File: config.mk
export PLATFORM = sky130hd
export DESIGN_NAME = rst_seq
export DESIGN_NICKNAME = d
export VERILOG_FILES = /design/src/rtl/rst_pkg.sv /design/src/rtl/rst_sync.sv /design/src/rtl/rst_seq.sv
export SDC_FILE = /design/constraint.sdc
export NUM_CORES = 1
export LEC_CHECK = 0
export BUFFER_PORTS_ARGS = -buffer_cell sky130_fd_sc_hd__buf_4
export CORE_ASPECT_RATIO = 0.6
export CORE_MARGIN = 10
export CORE_UTILIZATION = 25
export CTS_BUF_LIST = sky130_fd_sc_hd__clkbuf_2
export CTS_CLUSTER_DIAMETER = 60
export CTS_CLUSTER_SIZE = 20
export DETAILED_ROUTE_END_ITERATION = 10
export HOLD_SLACK_MARGIN = 0.02
export PLACE_DENSITY_LB_ADDON = 0.1
export SYNTH_ARGS = -nofsm -noshare
export SYNTH_HDL_FRONTEND = slang
export SYNTH_SLANG_ARGS = --single-unit
File: constraint.sdc
create_clock -name clk -period 0.8 [get_ports clk]
set_input_delay 0.16 -clock clk [delete_from_list [all_inputs] [get_ports clk]]
set_output_delay 0.16 -clock clk [all_outputs]
set_load 0.1 [all_outputs]
File: src/rtl/rst_pkg.sv
// Shared types for the reset sequencer: reset cause codes and sequencer states.
package rst_pkg;

    typedef enum logic [1:0] {
        POR = 2'd0,
        WDT = 2'd1,
        SW  = 2'd2
    } rst_cause_e;

    typedef enum logic [1:0] {
        HOLD,
        GAP,
        RUN
    } rst_state_e;

    function automatic int max2(input int a, input int b);
        return (a > b) ? a : b;
    endfunction

endpackage

File: src/rtl/rst_sync.sv
// Reset synchronizer: asserts sys_rst as soon as rst rises, releases it
// only after STAGES rising clk edges with rst low.
module rst_sync #(
    parameter int STAGES = 2
) (
    input  logic clk,
    input  logic rst,
    output logic sys_rst
);

    logic [STAGES-1:0] chain;

    always_ff @(posedge clk or posedge rst) begin
        if (rst) chain <= '1;
        else     chain <= {chain[STAGES-2:0], 1'b0};
    end

    assign sys_rst = chain[STAGES-1];

endmodule

File: src/rtl/rst_seq.sv
// Reset sequencer: holds both domain resets, releases the bus domain first,
// then the core domain, and re-enters the sequence on watchdog or software request.
module rst_seq
    import rst_pkg::*;
#(
    parameter int SYNC_STAGES = 2,
    parameter int HOLD_CYCLES = 16,
    parameter int STAGE_GAP   = 4
) (
    input  logic       clk,
    input  logic       rst,
    input  logic       sw_rst_req,
    input  logic       wdt_expire,
    output logic       sw_rst_ack,
    output logic       bus_rst,
    output logic       core_rst,
    output logic       rst_done,
    output logic [1:0] rst_cause
);

    localparam int CW = $clog2(max2(HOLD_CYCLES, STAGE_GAP) + 1);
    localparam logic [CW-1:0] HOLD_LD = CW'(HOLD_CYCLES);
    localparam logic [CW-1:0] GAP_LD  = CW'(STAGE_GAP);
    localparam logic [CW-1:0] ONE     = CW'(1);

    logic sys_rst;

    rst_sync #(.STAGES(SYNC_STAGES)) u_sync (
        .clk     (clk),
        .rst     (rst),
        .sys_rst (sys_rst)
    );

    rst_state_e    state_q, state_d;
    logic [CW-1:0] cnt_q, cnt_d;
    logic          bus_q, bus_d;
    logic          core_q, core_d;
    logic          done_q, done_d;
    logic          ack_q, ack_d;
    rst_cause_e    cause_q, cause_d;

    always_ff @(posedge clk or posedge sys_rst) begin
        if (sys_rst) begin
            state_q <= HOLD;
            cnt_q   <= HOLD_LD;
            bus_q   <= 1'b1;
            core_q  <= 1'b1;
            done_q  <= 1'b0;
            ack_q   <= 1'b0;
            cause_q <= POR;
        end else begin
            state_q <= state_d;
            cnt_q   <= cnt_d;
            bus_q   <= bus_d;
            core_q  <= core_d;
            done_q  <= done_d;
            ack_q   <= ack_d;
            cause_q <= cause_d;
        end
    end

    // Counter loads on state entry and the state is left when it reads 1.
    always_comb begin
        state_d = state_q;
        cnt_d   = cnt_q;
        bus_d   = bus_q;
        core_d  = core_q;
        done_d  = done_q;
        ack_d   = 1'b0;
        cause_d = cause_q;
        case (state_q)
            HOLD: begin
                if (wdt_expire) begin
                    cnt_d   = HOLD_LD;
                    cause_d = WDT;
                end else if (cnt_q == ONE) begin
                    state_d = GAP;
                    cnt_d   = GAP_LD;
                    bus_d   = 1'b0;
                end else begin
                    cnt_d = cnt_q - ONE;
                end
            end
            GAP: begin
                if (wdt_expire) begin
                    state_d = HOLD;
                    cnt_d   = HOLD_LD;
                    bus_d   = 1'b1;
                    cause_d = WDT;
                end else if (cnt_q == ONE) begin
                    state_d = RUN;
                    core_d  = 1'b0;
                    done_d  = 1'b1;
                end else begin
                    cnt_d = cnt_q - ONE;
                end
            end
            RUN: begin
                if (wdt_expire || sw_rst_req) begin
                    state_d = HOLD;
                    cnt_d   = HOLD_LD;
                    bus_d   = 1'b1;
                    core_d  = 1'b1;
                    done_d  = 1'b0;
                    // Watchdog has priority; the held software request is served later.
                    cause_d = wdt_expire ? WDT : SW;
                    ack_d   = !wdt_expire;
                end
            end
            default: begin
                state_d = HOLD;
                cnt_d   = HOLD_LD;
                bus_d   = 1'b1;
                core_d  = 1'b1;
                done_d  = 1'b0;
            end
        endcase
    end

    assign sw_rst_ack = ack_q;
    assign bus_rst    = bus_q;
    assign core_rst   = core_q;
    assign rst_done   = done_q;
    assign rst_cause  = cause_q;

endmodule

### Yosys cells after proc, flatten, opt, wreduce, memory -nomap -nowiden

Cells that the tools add are included.

* flip-flop bits (word level): 15
* input port bits: 4
* output and inout port bits: 6
* logic and storage cells: 60

* add/subtract/negate cells: 1
* equal/unequal tests: 12
* mux-type cells: 28
* bitwise operators: 1
* reduce and logical (&&, ||, !) cells: 10

Operator list (count)
* $mux W5: 5
* $mux W2: 8
* $pmux W5 S3: 1
* $ne A2 B2 Y1 const B: 6
* $reduce_and A4 Y1: 3
* $mux W1: 9
* $pmux W1 S3: 3
* $ne A3 B3 Y1 const B: 2
* $pmux W2 S3: 1
* $eq A5 B1 Y1 const B: 1
* $sub A5 B1 Y5 const B: 1
* $pmux W2 S2: 1
* $reduce_and A3 Y1: 1
* $eq A2 B1 Y1 const B: 1
* $eq A2 B2 Y1 const B: 1
* $logic_not A2 Y1: 1
* $ne A2 B1 Y1 const B: 1
* $reduce_and A2 Y1: 1
* $reduce_bool A2 Y1: 1
* $reduce_or A2 Y1: 1
* $logic_not A1 Y1: 1
* $logic_or A1 B1 Y1: 1
* $not A1 Y1: 1

### Depth between registers and ports, before layout

* depth after elaboration: 4
* mapped depth: 5
* depth with buffers taken out: 5

### Cells and area by module

A second synthesis with hierarchy kept.

* cell total of the unflattened synthesis: 74
* area, all modules: 743.2 um^2

Modules (own cells, without submodules)
* rst_seq: instances 1, cells each 70, area each 683.2 um^2
* rst_sync: instances 1, cells each 4, area each 60.1 um^2

### Least setup slack after synthesis

Ideal clock, no wire load.

* kind: register -> register
* start: register cnt_q[1]
* end: register cnt_q[0]
* data arrival time: 1.490 ns
* path slack: -0.755 ns
* stages on the path, launching flop included: 6
* path buffers: 0
* clock period less this slack: 1.555 ns
* cell sequence: dfrtp_1 > inv_1 > ha_1 > or4b_4 > o32ai_4 > a22o_1

* longest elaborated chain between the ends: 4
* elaborated cells on any way between the ends: 6

RTL lines
* from (decl): RTL line rst_seq.sv:35 `logic [CW-1:0] cnt_q, cnt_d;`
* from (signal assigned): RTL line rst_seq.sv:53 `cnt_q <= cnt_d;`
* $eq A5 B1 Y1 *: RTL line rst_seq.sv:76, rst_seq.sv:90
* $mux W5: RTL line rst_seq.sv:76 `end else if (cnt_q == ONE) begin`
* $mux W5: RTL line rst_seq.sv:73 `if (wdt_expire) begin`
* $pmux W5 S3: RTL line rst_seq.sv:71 `case (state_q)`

Mark *: on every way between the ends. The rest lies on a longest branch, timed or not.
A chain may end at the register's enable or synchronous reset.

### Final worst setup path

Same ends and word-level chain as after synthesis.

==> qor.csv <==
metric;value;unit
synth.distinct_cells;32;
cts_buffers;3;
crit_fanout;4;
synth_seq_cells;15;
irDropWorstVdd;0.00106;V
die_w;91.5;um
grt_max_degree;14;
fp.dieH;62.9;um
grt_pass1_wl;3460;um
crit_start;cnt_q[1];
cts_num_sinks;15;
ys.flop_type;dfrtp_1;
htree_levels;1;
antenna_found_initial;0;
stdcell_area;1300;um2
report.final.slew_viol_count;0;
via_per_inst;4.32;
min_path_type;input port to register;
endpoint_kind;register;
grt.overflow.total;0;
cts_tree;done;
p_leak;0.584;nW
syn_area;766;um2
dr_total_vias;669;
drt_iter0_markers;49;
worstPathRequired;1050;ps
rows;15;
synth_top_area_share;32.7;%
hold_viol_final;0;
ys_seq_area_share;49.8;%
cp-start-kind;register;
violations;setup timing;
r2r_slack;-800;ps
insertion_delay;300;ps
synth-edff-count;0;
max-cap-violations;0;
powerDensity;1530;nW/um2
fp.coreArea;2910;um2
synthTopCellsByCount;dfrtp_1, inv_1, a21oi_1;
status;complete, but fails checks;
areaGrowthSynthToFinish;70.3;%
fin_total_pwr;2.00;mW
rsz0062_at_grt;true;
drc;0;
hpwlAfterDp;1460;um
fillers;273;
die_area;5750;um2
period_share;200;%
finalSetupTns;-10070;ps
clock_path_buffers;2;
final_layout_size_suffix_gt1_share;59.3;%
min_to;rst_cause[1];
reg2regPathDepth;5;
max_freq;624;MHz
timing.rr.start;cnt_q[1];
hold_slack;210;ps
syn_avg_cell_area;10.2;um2
min_period;1600;ps
cts-root-buf;clkbuf_2;
min_delay_path_depth;3;
finalWirelength;2060;um
min_from;wdt_expire;
finalSetupViolations;19;
path_class;register to register;
track_usage;7.39;%
wl_per_cell;13.3;um
reg2reg_to;cnt_q[0];
initial_core_util;26.3;%
crit_arrival;1860;ps
portBuffers;9;
placed_cell_area;1080;um2
clock_skew;1.93;ps
path_clk_slew;160;ps
dr.pass1.iters;4;
async_flop_share;100;%
synth_area_leaders;dfrtp_1, dfstp_2, inv_1;
pin_count;10;
grt_pass1_vias;700;
final_antenna_net_count;0;
yosysTopAreaCell;dfrtp_1;
diodes;0;
ys.warnings.count;0;
finalWorstSetupSlack;-804;ps
place_congestion;0.804;
mappedNetlistNets;81;
fin_nets;120;
synth_cells;75;
==> final cells by class <==
| class | instances | area (um2) | share of cell area (%) |
|---|---|---|---|
| Tap cell | 42 | 52.6 | 4.03 |
| Timing Repair Buffer | 38 | 383 | 29.4 |
| Multi-Input combinational cell | 46 | 407 | 31.2 |
| Clock buffer | 4 | 20.0 | 1.54 |
| Sequential cell | 15 | 404 | 31.0 |
| Inverter | 10 | 37.5 | 2.88 |
==> sequential cells by signal, indices dropped and copies added (netlist names) <==
signal and count:
state_q 2, sw_rst_ack 1, bus_rst 1, cnt_q 5, core_rst 1, rst_done 1, rst_cause 2, u_sync.chain 2
==> per-stage QoR <==
stage                     instances  utilization, %  setup WS (ps)
after global placement          144            37.0           -800
after detailed placement        144            37.0           -838
final                           155            44.8           -804
after floorplan                  75               -           -755
after global routing            155            44.8           -905
after CTS                       155            43.6           -862
==> worst max path at each step <==
stage | depth (start not counted) | slack (ps) | end
5_1_grt | 5 | -910 | cnt_q[0]
2_1_floorplan | 5 | -750 | cnt_q[0]
3_5_place_dp | 5 | -840 | cnt_q[0]
4_1_cts | 5 | -860 | cnt_q[0]
6_report | 5 | -800 | cnt_q[0]
3_3_place_gp | 5 | -800 | cnt_q[0]
==> logic make-up (layout without fill, tap and decap cells) <==
group	after synthesis	count (layout)	share of synthesized area [%]
muxes	1	1	1.47
DFF	15	15	49.8
AOI/OAI and AO/OA	21	21	20.9
and+or+nand+nor	21	21	16.8
adders and majority gates	2	2	3.27
other	1	1	0.490
buffers and inverters	14	52	7.19
==> report_power, final <==
part | internal [mW] | total (mW) | switching, mW
combinational | 0.348 | 0.668 | 0.320
sequential | 0.846 | 0.925 | 0.0782
clock | 0.132 | 0.403 | 0.271
==> worst max-delay path: stages, from the launching register on <==
cell and delay, ps:
dfrtp_1 420, inv_2 80, ha_4 120, or4b_4 470
o32ai_4 280, a22o_1 190
==> metal layers <==
layer | wire length [um] | vias to the layer above | track usage, %
met5 | 0 | - | 0
met1 | 1090 | 316 | 10.7
li1 | - | 337 | -
met4 | 13 | 0 | 1.75
met2 | 816 | 14 | 9.28
met3 | 139 | 2 | 3.48
==> what timing repair did <==
action                                  in CTS  in global routing
setup buffers                                6                  2
resized for setup                           27                  9
hold buffers                                 1                  0
endpoints found under the hold margin        2                  0
cloned                                       0                  0
pin swaps                                    6                  6
endpoints found under the setup margin      19                 19
==> layout by cell type (no fill, tap or decap), types with 2 or more instances in the layout <==
cell       n
a21oi_1    3
clkbuf_2   4
buf_12     7
nand2b_1   2
nand2_1    2
inv_1      9
buf_4     28
buf_6      2
dfstp_4    2
dfrtp_4    4
dfrtp_1    6
nor2_1     2
a22o_1     2
nand2_2    2
nor3_1     3
dfstp_2    3
a21oi_2    4
a21o_1     2
o22ai_1    2
(Power assumes the default switching activity.)
